## config.mk

```make
export PLATFORM = sky130hd
export DESIGN_NAME = dcc_packet_scheduler_flat
export DESIGN_NICKNAME = d
export VERILOG_FILES = /design/src/rtl/dcc_packet_scheduler_if.sv /design/src/rtl/dcc_packet_scheduler.sv /design/src/flat_wrapper.sv
export SDC_FILE = /design/constraint.sdc
export NUM_CORES = 1
export LEC_CHECK = 0
export CAP_MARGIN = 20
export CORE_UTILIZATION = 30
export CTS_CLUSTER_SIZE = 12
export DETAILED_ROUTE_END_ITERATION = 6
export DONT_BUFFER_PORTS = 1
export SYNTH_ARGS = -nofsm -noshare
export SYNTH_HDL_FRONTEND = slang
export SYNTH_SLANG_ARGS = --single-unit
```

## constraint.sdc

```tcl
create_clock -name clk -period 1.8 [get_ports clk]
set_clock_uncertainty 0.15 [all_clocks]
set_input_delay 0.18 -clock clk [delete_from_list [all_inputs] [get_ports clk]]
set_output_delay 0.18 -clock clk [all_outputs]
set_load 0.03 [all_outputs]
```

## src/rtl/dcc_packet_scheduler_if.sv

```systemverilog
// -----------------------------------------------------------------------------
// dcc_packet_scheduler_if
// Command handshake between the host/CPU side and the DCC packet scheduler.
//
// Signals:
//   cmd_valid  host offers a command
//   cmd_addr   command address byte
//   cmd_data   command data byte
//   cmd_ready  scheduler buffer is empty and can take the command
//
// Modports:
//   master  command source (host side)
//   slave   scheduler side
// -----------------------------------------------------------------------------
interface dcc_packet_scheduler_if;
  logic       cmd_valid;
  logic [7:0] cmd_addr;
  logic [7:0] cmd_data;
  logic       cmd_ready;

  modport master (
    output cmd_valid,
    output cmd_addr,
    output cmd_data,
    input  cmd_ready
  );

  modport slave (
    input  cmd_valid,
    input  cmd_addr,
    input  cmd_data,
    output cmd_ready
  );
endinterface

```

## src/rtl/dcc_packet_scheduler.sv

```systemverilog
// -----------------------------------------------------------------------------
// dcc_packet_scheduler
// Feeds the DCC bit encoder one NMRA packet bit per encoder request. Each
// packet is: PREAMBLE_LEN ones, '0' addr, '0' data, '0' (addr^data), '1'.
// Every accepted command is transmitted REPEAT times. A one-deep buffer
// holds the next command while the current packet is on the wire.
//
// Build option DCC_IDLE_EN:
//   defined   -> gaps are filled with idle packets (addr 0xFF, data 0x00)
//   undefined -> gaps are a continuous run of '1's; a buffered command is
//                picked up once at least PREAMBLE_LEN ones have gone out
//
// Ports:
//   clk          system clock, rising edge
//   reset        asynchronous, active-high reset
//   ack          encoder request; a rising edge asks for the next bit
//   next_bit     bit presented to the encoder
//   pkt_done     one-cycle pulse when a packet's end bit is emitted
//   sending_cmd  the packet in flight is a command, not idle
//   cmd          command handshake (slave side of dcc_packet_scheduler_if)
// -----------------------------------------------------------------------------
module dcc_packet_scheduler #(
  parameter int unsigned PREAMBLE_LEN = 14,
  parameter int unsigned REPEAT       = 3
) (
  input  logic                  clk,
  input  logic                  reset,
  input  logic                  ack,
  output logic                  next_bit,
  output logic                  pkt_done,
  output logic                  sending_cmd,
  dcc_packet_scheduler_if.slave cmd
);

  typedef enum logic [1:0] {
    ST_PREAMBLE,
    ST_SEP,
    ST_BYTE,
    ST_END
  } state_e;

  localparam logic [4:0] PreLen   = 5'(PREAMBLE_LEN);
  localparam logic [4:0] PreLast  = 5'(PREAMBLE_LEN - 1);
  localparam logic [3:0] RepLast  = 4'(REPEAT - 1);
  localparam logic [7:0] IdleAddr = 8'hFF;
  localparam logic [7:0] IdleData = 8'h00;
`ifdef DCC_IDLE_EN
  localparam logic IdleEn = 1'b1;
`else
  localparam logic IdleEn = 1'b0;
`endif

  state_e     state_q, state_d;
  logic       ack_q;
  logic       step;
  logic [4:0] pre_cnt_q;
  logic [2:0] bit_idx_q;
  logic [1:0] byte_idx_q;
  logic [3:0] rep_cnt_q;
  logic       buf_full_q;
  logic [7:0] buf_addr_q, buf_data_q;
  logic [7:0] pkt_addr_q, pkt_data_q;
  logic       pkt_live_q;   // a packet is loaded; clear only while idling in '1's
  logic [7:0] cur_byte;
  logic       cur_bit;
  logic       pre_done;
  logic       pre_load;
  logic       take_buf;

  assign step          = ack & ~ack_q;
  assign cmd.cmd_ready = ~buf_full_q;

  // The buffer is taken either at the end bit (once repeats are exhausted)
  // or, with no packet loaded, straight out of the long run of '1's.
  assign take_buf = step &
                    (((state_q == ST_END) && (rep_cnt_q == 4'd0) && buf_full_q) ||
                     pre_load);

  always_comb begin
    // NOTE: every signal written here gets a default first, so no path can infer a latch.
    state_d  = state_q;
    cur_bit  = 1'b1;
    pre_done = 1'b0;
    pre_load = 1'b0;

    case (byte_idx_q)
      2'd0:    cur_byte = pkt_addr_q;
      2'd1:    cur_byte = pkt_data_q;
      default: cur_byte = pkt_addr_q ^ pkt_data_q;
    endcase

    unique case (state_q)
      ST_PREAMBLE: begin
        cur_bit = 1'b1;
        if (pkt_live_q) pre_done = (pre_cnt_q == PreLast);
        else            pre_load = (pre_cnt_q >= PreLen) && buf_full_q;
        if (step && (pre_done || pre_load)) state_d = ST_SEP;
      end
      ST_SEP: begin
        cur_bit = 1'b0;
        if (step) state_d = ST_BYTE;
      end
      ST_BYTE: begin
        cur_bit = cur_byte[3'd7 - bit_idx_q];
        if (step && (bit_idx_q == 3'd7))
          state_d = (byte_idx_q == 2'd2) ? ST_END : ST_SEP;
      end
      ST_END: begin
        cur_bit = 1'b1;
        if (step) state_d = ST_PREAMBLE;
      end
      default: state_d = ST_PREAMBLE;
    endcase
  end

  // NOTE: clocked state uses non-blocking assignments so every flop sees pre-edge values.
  always_ff @(posedge clk or posedge reset) begin
    if (reset) state_q <= ST_PREAMBLE;
    else       state_q <= state_d;
  end

  always_ff @(posedge clk or posedge reset) begin
    if (reset) begin
      ack_q       <= 1'b0;
      next_bit    <= 1'b1;
      pkt_done    <= 1'b0;
      sending_cmd <= 1'b0;
      pre_cnt_q   <= '0;
      bit_idx_q   <= '0;
      byte_idx_q  <= '0;
      rep_cnt_q   <= '0;
      buf_full_q  <= 1'b0;
      buf_addr_q  <= '0;
      buf_data_q  <= '0;
      pkt_addr_q  <= IdleAddr;
      pkt_data_q  <= IdleData;
      pkt_live_q  <= IdleEn;
    end else begin
      ack_q    <= ack;
      pkt_done <= 1'b0;

      // Write only into an empty buffer; a take only happens from a full one,
      // so a same-cycle write and take can never collide.
      if (cmd.cmd_valid && !buf_full_q) begin
        buf_full_q <= 1'b1;
        buf_addr_q <= cmd.cmd_addr;
        buf_data_q <= cmd.cmd_data;
      end

      if (step) begin
        next_bit <= cur_bit;

        unique case (state_q)
          ST_PREAMBLE: begin
            if (pre_done || pre_load)   pre_cnt_q <= '0;
            else if (pre_cnt_q != PreLen) pre_cnt_q <= pre_cnt_q + 5'd1;
          end
          ST_BYTE: begin
            bit_idx_q <= bit_idx_q + 3'd1;
            if (bit_idx_q == 3'd7)
              byte_idx_q <= (byte_idx_q == 2'd2) ? 2'd0 : byte_idx_q + 2'd1;
          end
          ST_END:  pkt_done <= 1'b1;
          default: ;
        endcase

        if (take_buf) begin
          pkt_addr_q  <= buf_addr_q;
          pkt_data_q  <= buf_data_q;
          rep_cnt_q   <= RepLast;
          sending_cmd <= 1'b1;
          pkt_live_q  <= 1'b1;
          buf_full_q  <= 1'b0;
        end else if (state_q == ST_END) begin
          if (rep_cnt_q != 4'd0) begin
            rep_cnt_q <= rep_cnt_q - 4'd1;
          end else begin
            pkt_addr_q  <= IdleAddr;
            pkt_data_q  <= IdleData;
            sending_cmd <= 1'b0;
            pkt_live_q  <= IdleEn;
          end
        end
      end
    end
  end

endmodule

```

## src/flat_wrapper.sv

```systemverilog
// flat-port wrapper written by rule: the top's interface ports become plain ports
module dcc_packet_scheduler_flat 
#(
  parameter int unsigned PREAMBLE_LEN = 14,
  parameter int unsigned REPEAT       = 3
)
  (clk, reset, ack, next_bit, pkt_done, sending_cmd, cmd_cmd_valid, cmd_cmd_addr, cmd_cmd_data, cmd_cmd_ready);
  dcc_packet_scheduler_if cmd_i ();
  input  logic clk;
  input  logic reset;
  input  logic ack;
  output logic next_bit;
  output logic pkt_done;
  output logic sending_cmd;
  input wire logic [$bits(cmd_i.cmd_valid)-1:0] cmd_cmd_valid;
  input wire logic [$bits(cmd_i.cmd_addr)-1:0] cmd_cmd_addr;
  input wire logic [$bits(cmd_i.cmd_data)-1:0] cmd_cmd_data;
  output wire logic [$bits(cmd_i.cmd_ready)-1:0] cmd_cmd_ready;
  assign cmd_i.cmd_valid = cmd_cmd_valid;
  assign cmd_i.cmd_addr = cmd_cmd_addr;
  assign cmd_i.cmd_data = cmd_cmd_data;
  assign cmd_cmd_ready = cmd_i.cmd_ready;
  dcc_packet_scheduler #(.PREAMBLE_LEN(PREAMBLE_LEN), .REPEAT(REPEAT)) u_core (.clk(clk), .reset(reset), .ack(ack), .next_bit(next_bit), .pkt_done(pkt_done), .sending_cmd(sending_cmd), .cmd(cmd_i));
endmodule
```

==> qor.txt <==
=================================================================================
Result of the run .................................................. complete, but fails checks
Failing checks ..................................................... negative setup slack
DRC Markers ........................................................            0
# port buffers .....................................................            0
Ratio of routed vias to standard cells .............................         5.09
Most used routing layer ............................................         met2
Final antenna diode count ..........................................            0
Peak supply drop ...................................................       520 uV
Syn Nets ...........................................................          306
Minimum clock period ...............................................      1880 ps
Clock Path Buffers .................................................            2
Number of I/O pins .................................................           24
Data arrival, critical path ........................................      1980 ps
CTS Buf Count ......................................................            5
Met3 demand-to-capacity share in global routing ....................        2.36%
Finish-stage setup viols ...........................................           17
Wire length per cell after detailed routing ........................      14.9 um
Maxcap violations ..................................................            0
Placement-stage worst setup slack ..................................     -82.5 ps
Total count of max-transition violations in the final report .......            0
Number of synthesized register bits ................................           53
Layout-stage area growth over the synthesis result .................        36.4%
Final setup slack of the worst path ................................     -83.6 ps
Headroom to the max-slew limit .....................................        61.9%
Sequential area share after synthesis ..............................        48.5%
Register clock-pin slew on the reported worst setup and hold paths .       100 ps
Synthesized area per cell ..........................................     10.0 um2
Placed wire-length estimate ........................................      3.69 mm
Highest clock rate .................................................      531 MHz
Share of layout cells above drive strength 1 .......................        36.8%
Critical path class ................................................ flip-flop to flip-flop
Most repeated cell in the gate-level netlist after synthesis ....... sky130_fd_sc_hd__dfrtp_1
Element type at the critical path start ............................    flip-flop
Die W ..............................................................      97.9 um
Netlist cell types .................................................           47
Slew @ Worst Pin ...................................................       570 ps
Overall overflow remaining after global route ......................            0
Residual antenna-violating net count after detailed routing ........            0
Top area cells in the synthesized netlist .......................... sky130_fd_sc_hd__dfrtp_1, sky130_fd_sc_hd__dfstp_2, sky130_fd_sc_hd__mux2_2
Dominant synthesized flop cell ..................................... sky130_fd_sc_hd__dfrtp_1
Fill count .........................................................          808
Total power density per cell area ..................................  1040 nW/um2
Global-route wire length before repair .............................      10.4 mm
Hold Fails Final Rpt ...............................................            0
Standard-cell rows .................................................           34
Post-synth ARST share ..............................................         100%
Area of the die ....................................................     9590 um2
Warnings from Yosys ................................................            0
CTS H-Tree Depth ...................................................            2
Most common library cells after synthesis .......................... sky130_fd_sc_hd__dfrtp_1, sky130_fd_sc_hd__inv_1, sky130_fd_sc_hd__o21ai_0, sky130_fd_sc_hd__nor2_1, sky130_fd_sc_hd__nand2_1
Detailed-route wire length .........................................      6.58 mm
Met1 usage in global routing .......................................        17.1%
Total standard cell area after synthesis ...........................     2760 um2
P_leak .............................................................      1.65 nW
Post-synthesis cell type with the largest combined area ............ sky130_fd_sc_hd__dfrtp_1
Drt pass-1 iters ...................................................            4
Global placer's final weighted congestion ..........................        0.800
Data required time at the worst endpoint ...........................      1900 ps
Number of flops mapped to enable cells by yosys ....................            0
Crit-path max FO ...................................................            8
Die height .........................................................      97.9 um
Clk sink count .....................................................           53
Period utilisation layout ..........................................         105%
Worst hold-check path type ......................................... input port to flip-flop
TritonCTS clock tree ...............................................        built
Initial core utilization ...........................................        31.3%
Number of global-route vias before repair ..........................         2214
Total global routing track utilization .............................        13.5%
Total design power .................................................    0.00392 W
Latest clock arrival within the worst-skew pair ....................       320 ps
Unrepaired setup endpoints after global routing ....................         true
Met2 track utilization from global routing .........................        22.5%
DRC violation total after the first TritonRoute iteration ..........           71
Area inside the core boundary ......................................     8810 um2
Number of antenna violations at the first check in global routing ..            0
Largest net degree at the start of global routing ..................           31
NumNets Final ......................................................          363
Share of Yosys cell area claimed by the top area cell type .........        39.9%
Vias ...............................................................         2250
Crit end category ..................................................    flip-flop
CTS Root Buffer Type ............................................... sky130_fd_sc_hd__clkbuf_8
Gate Count Post-Synth ..............................................          276
=================================================================================
cell type report:
class                      instances  area, um2  share of cell area (%)
sequential                        53       1340                    35.6
multi-input combinational        183       1510                    40.1
clock inverter                     2       17.5                   0.465
tap                              108        135                    3.59
timing repair buffer              63        577                    15.3
clock buffer                       6       82.6                    2.19
inverter                          27        101                    2.69
metrics by stage:
stage	setup TNS [ps]	hold WS, ps	instances	area, um2	utilization, %
final	-959	138	442	3760	42.7
after global routing	-2440	144	442	3760	42.7
after CTS	-326	138	427	3460	39.3
after detailed placement	-714	-0.214	392	2990	34.0
after global placement	-110	-4.64	392	2990	34.0
after floorplan	0	61.4	276	2770	-
flip-flops by register name, summed over array words and instances, names as in the netlist:
register / count
u_core.byte_idx_q: 2
u_core.pkt_addr_q: 8
u_core.state_q: 2
u_core.rep_cnt_q: 4
u_core.pkt_done: 1
u_core.pkt_data_q: 8
u_core.buf_addr_q: 8
u_core.next_bit: 1
u_core.sending_cmd: 1
u_core.buf_data_q: 8
u_core.bit_idx_q: 3
u_core.buf_full_q: 1
u_core.pre_cnt_q: 5
u_core.ack_q: 1
cells by family after synthesis:
kind of cell             synth area share [%]
XOR/XNOR                                0.952
AO/OA/AOI/OAI                            17.4
AND/OR/NAND/NOR                          15.5
flip-flops                               48.5
adder cells (fa/ha/maj)                  4.53
multiplexers                             5.26
buffers and inverters                    7.84
cells in the final DEF (no fill, tap or decap), types with 5 or more instances in the layout:
| master | instances |
|---|---|
| sky130_fd_sc_hd__a31oi_1 | 13 |
| sky130_fd_sc_hd__dfstp_2 | 9 |
| sky130_fd_sc_hd__nand2_1 | 18 |
| sky130_fd_sc_hd__o21ai_1 | 9 |
| sky130_fd_sc_hd__dfrtp_1 | 42 |
| sky130_fd_sc_hd__buf_4 | 36 |
| sky130_fd_sc_hd__ha_1 | 5 |
| sky130_fd_sc_hd__inv_1 | 25 |
| sky130_fd_sc_hd__o21ai_0 | 15 |
| sky130_fd_sc_hd__nand3_2 | 8 |
| sky130_fd_sc_hd__nor2_1 | 17 |
| sky130_fd_sc_hd__nand3_1 | 7 |
| sky130_fd_sc_hd__nor2b_1 | 5 |
| sky130_fd_sc_hd__buf_6 | 5 |
| sky130_fd_sc_hd__dlygate4sd3_1 | 19 |
| sky130_fd_sc_hd__mux2_2 | 12 |
| sky130_fd_sc_hd__clkbuf_8 | 6 |
power by group:
group / switching [W] / internal (W) / total, W
clock: 0.000415 / 0.000320 / 0.000735
sequential: 0.000240 / 0.00146 / 0.00170
combinational: 0.000726 / 0.000759 / 0.00148
total: 0.00138 / 0.00254 / 0.00392
layer usage:
layer / vias up / wire length (um) / part of all wire (%)
li1: 1091 / - / -
met1: 1118 / 2960 / 45
met2: 31 / 3300 / 50
met3: 10 / 190 / 2.9
met4: 0 / 132 / 2.0
met5: - / 0 / 0
repair_timing:
item	CTS	global route
hold buffers	19	0
cloned	3	0
pin swaps	22	24
setup buffers	7	15
endpoints found under the setup margin	22	29
endpoints found under the hold margin	40	0
gates resized for setup	32	37
final timing paths:
kind / start / to / slack (ps) / cells after the start
hold / removal: ack / u_core.pkt_done / 140 / 3
min in group asynchronous: reset / u_core.buf_data_q[4] / 220 / 2
max in group asynchronous: reset / u_core.pkt_addr_q[0] / 650 / 3
hold reg to reg: u_core.buf_addr_q[6] / u_core.pkt_addr_q[6] / 350 / 2
setup reg to reg: u_core.state_q[0] / u_core.pkt_addr_q[6] / -80 / 7
setup / recovery: u_core.state_q[0] / u_core.pkt_addr_q[6] / -80 / 7
critical path, stage by stage (launching register included):
cell	delay, ps
sky130_fd_sc_hd__dfrtp_1	400
sky130_fd_sc_hd__ha_2	220
sky130_fd_sc_hd__and3b_2	200
sky130_fd_sc_hd__nor3b_4	300
sky130_fd_sc_hd__buf_6	180
sky130_fd_sc_hd__a41o_4	190
sky130_fd_sc_hd__nor2_1	60
sky130_fd_sc_hd__a31oi_1	130
(Power assumes the default switching activity.)
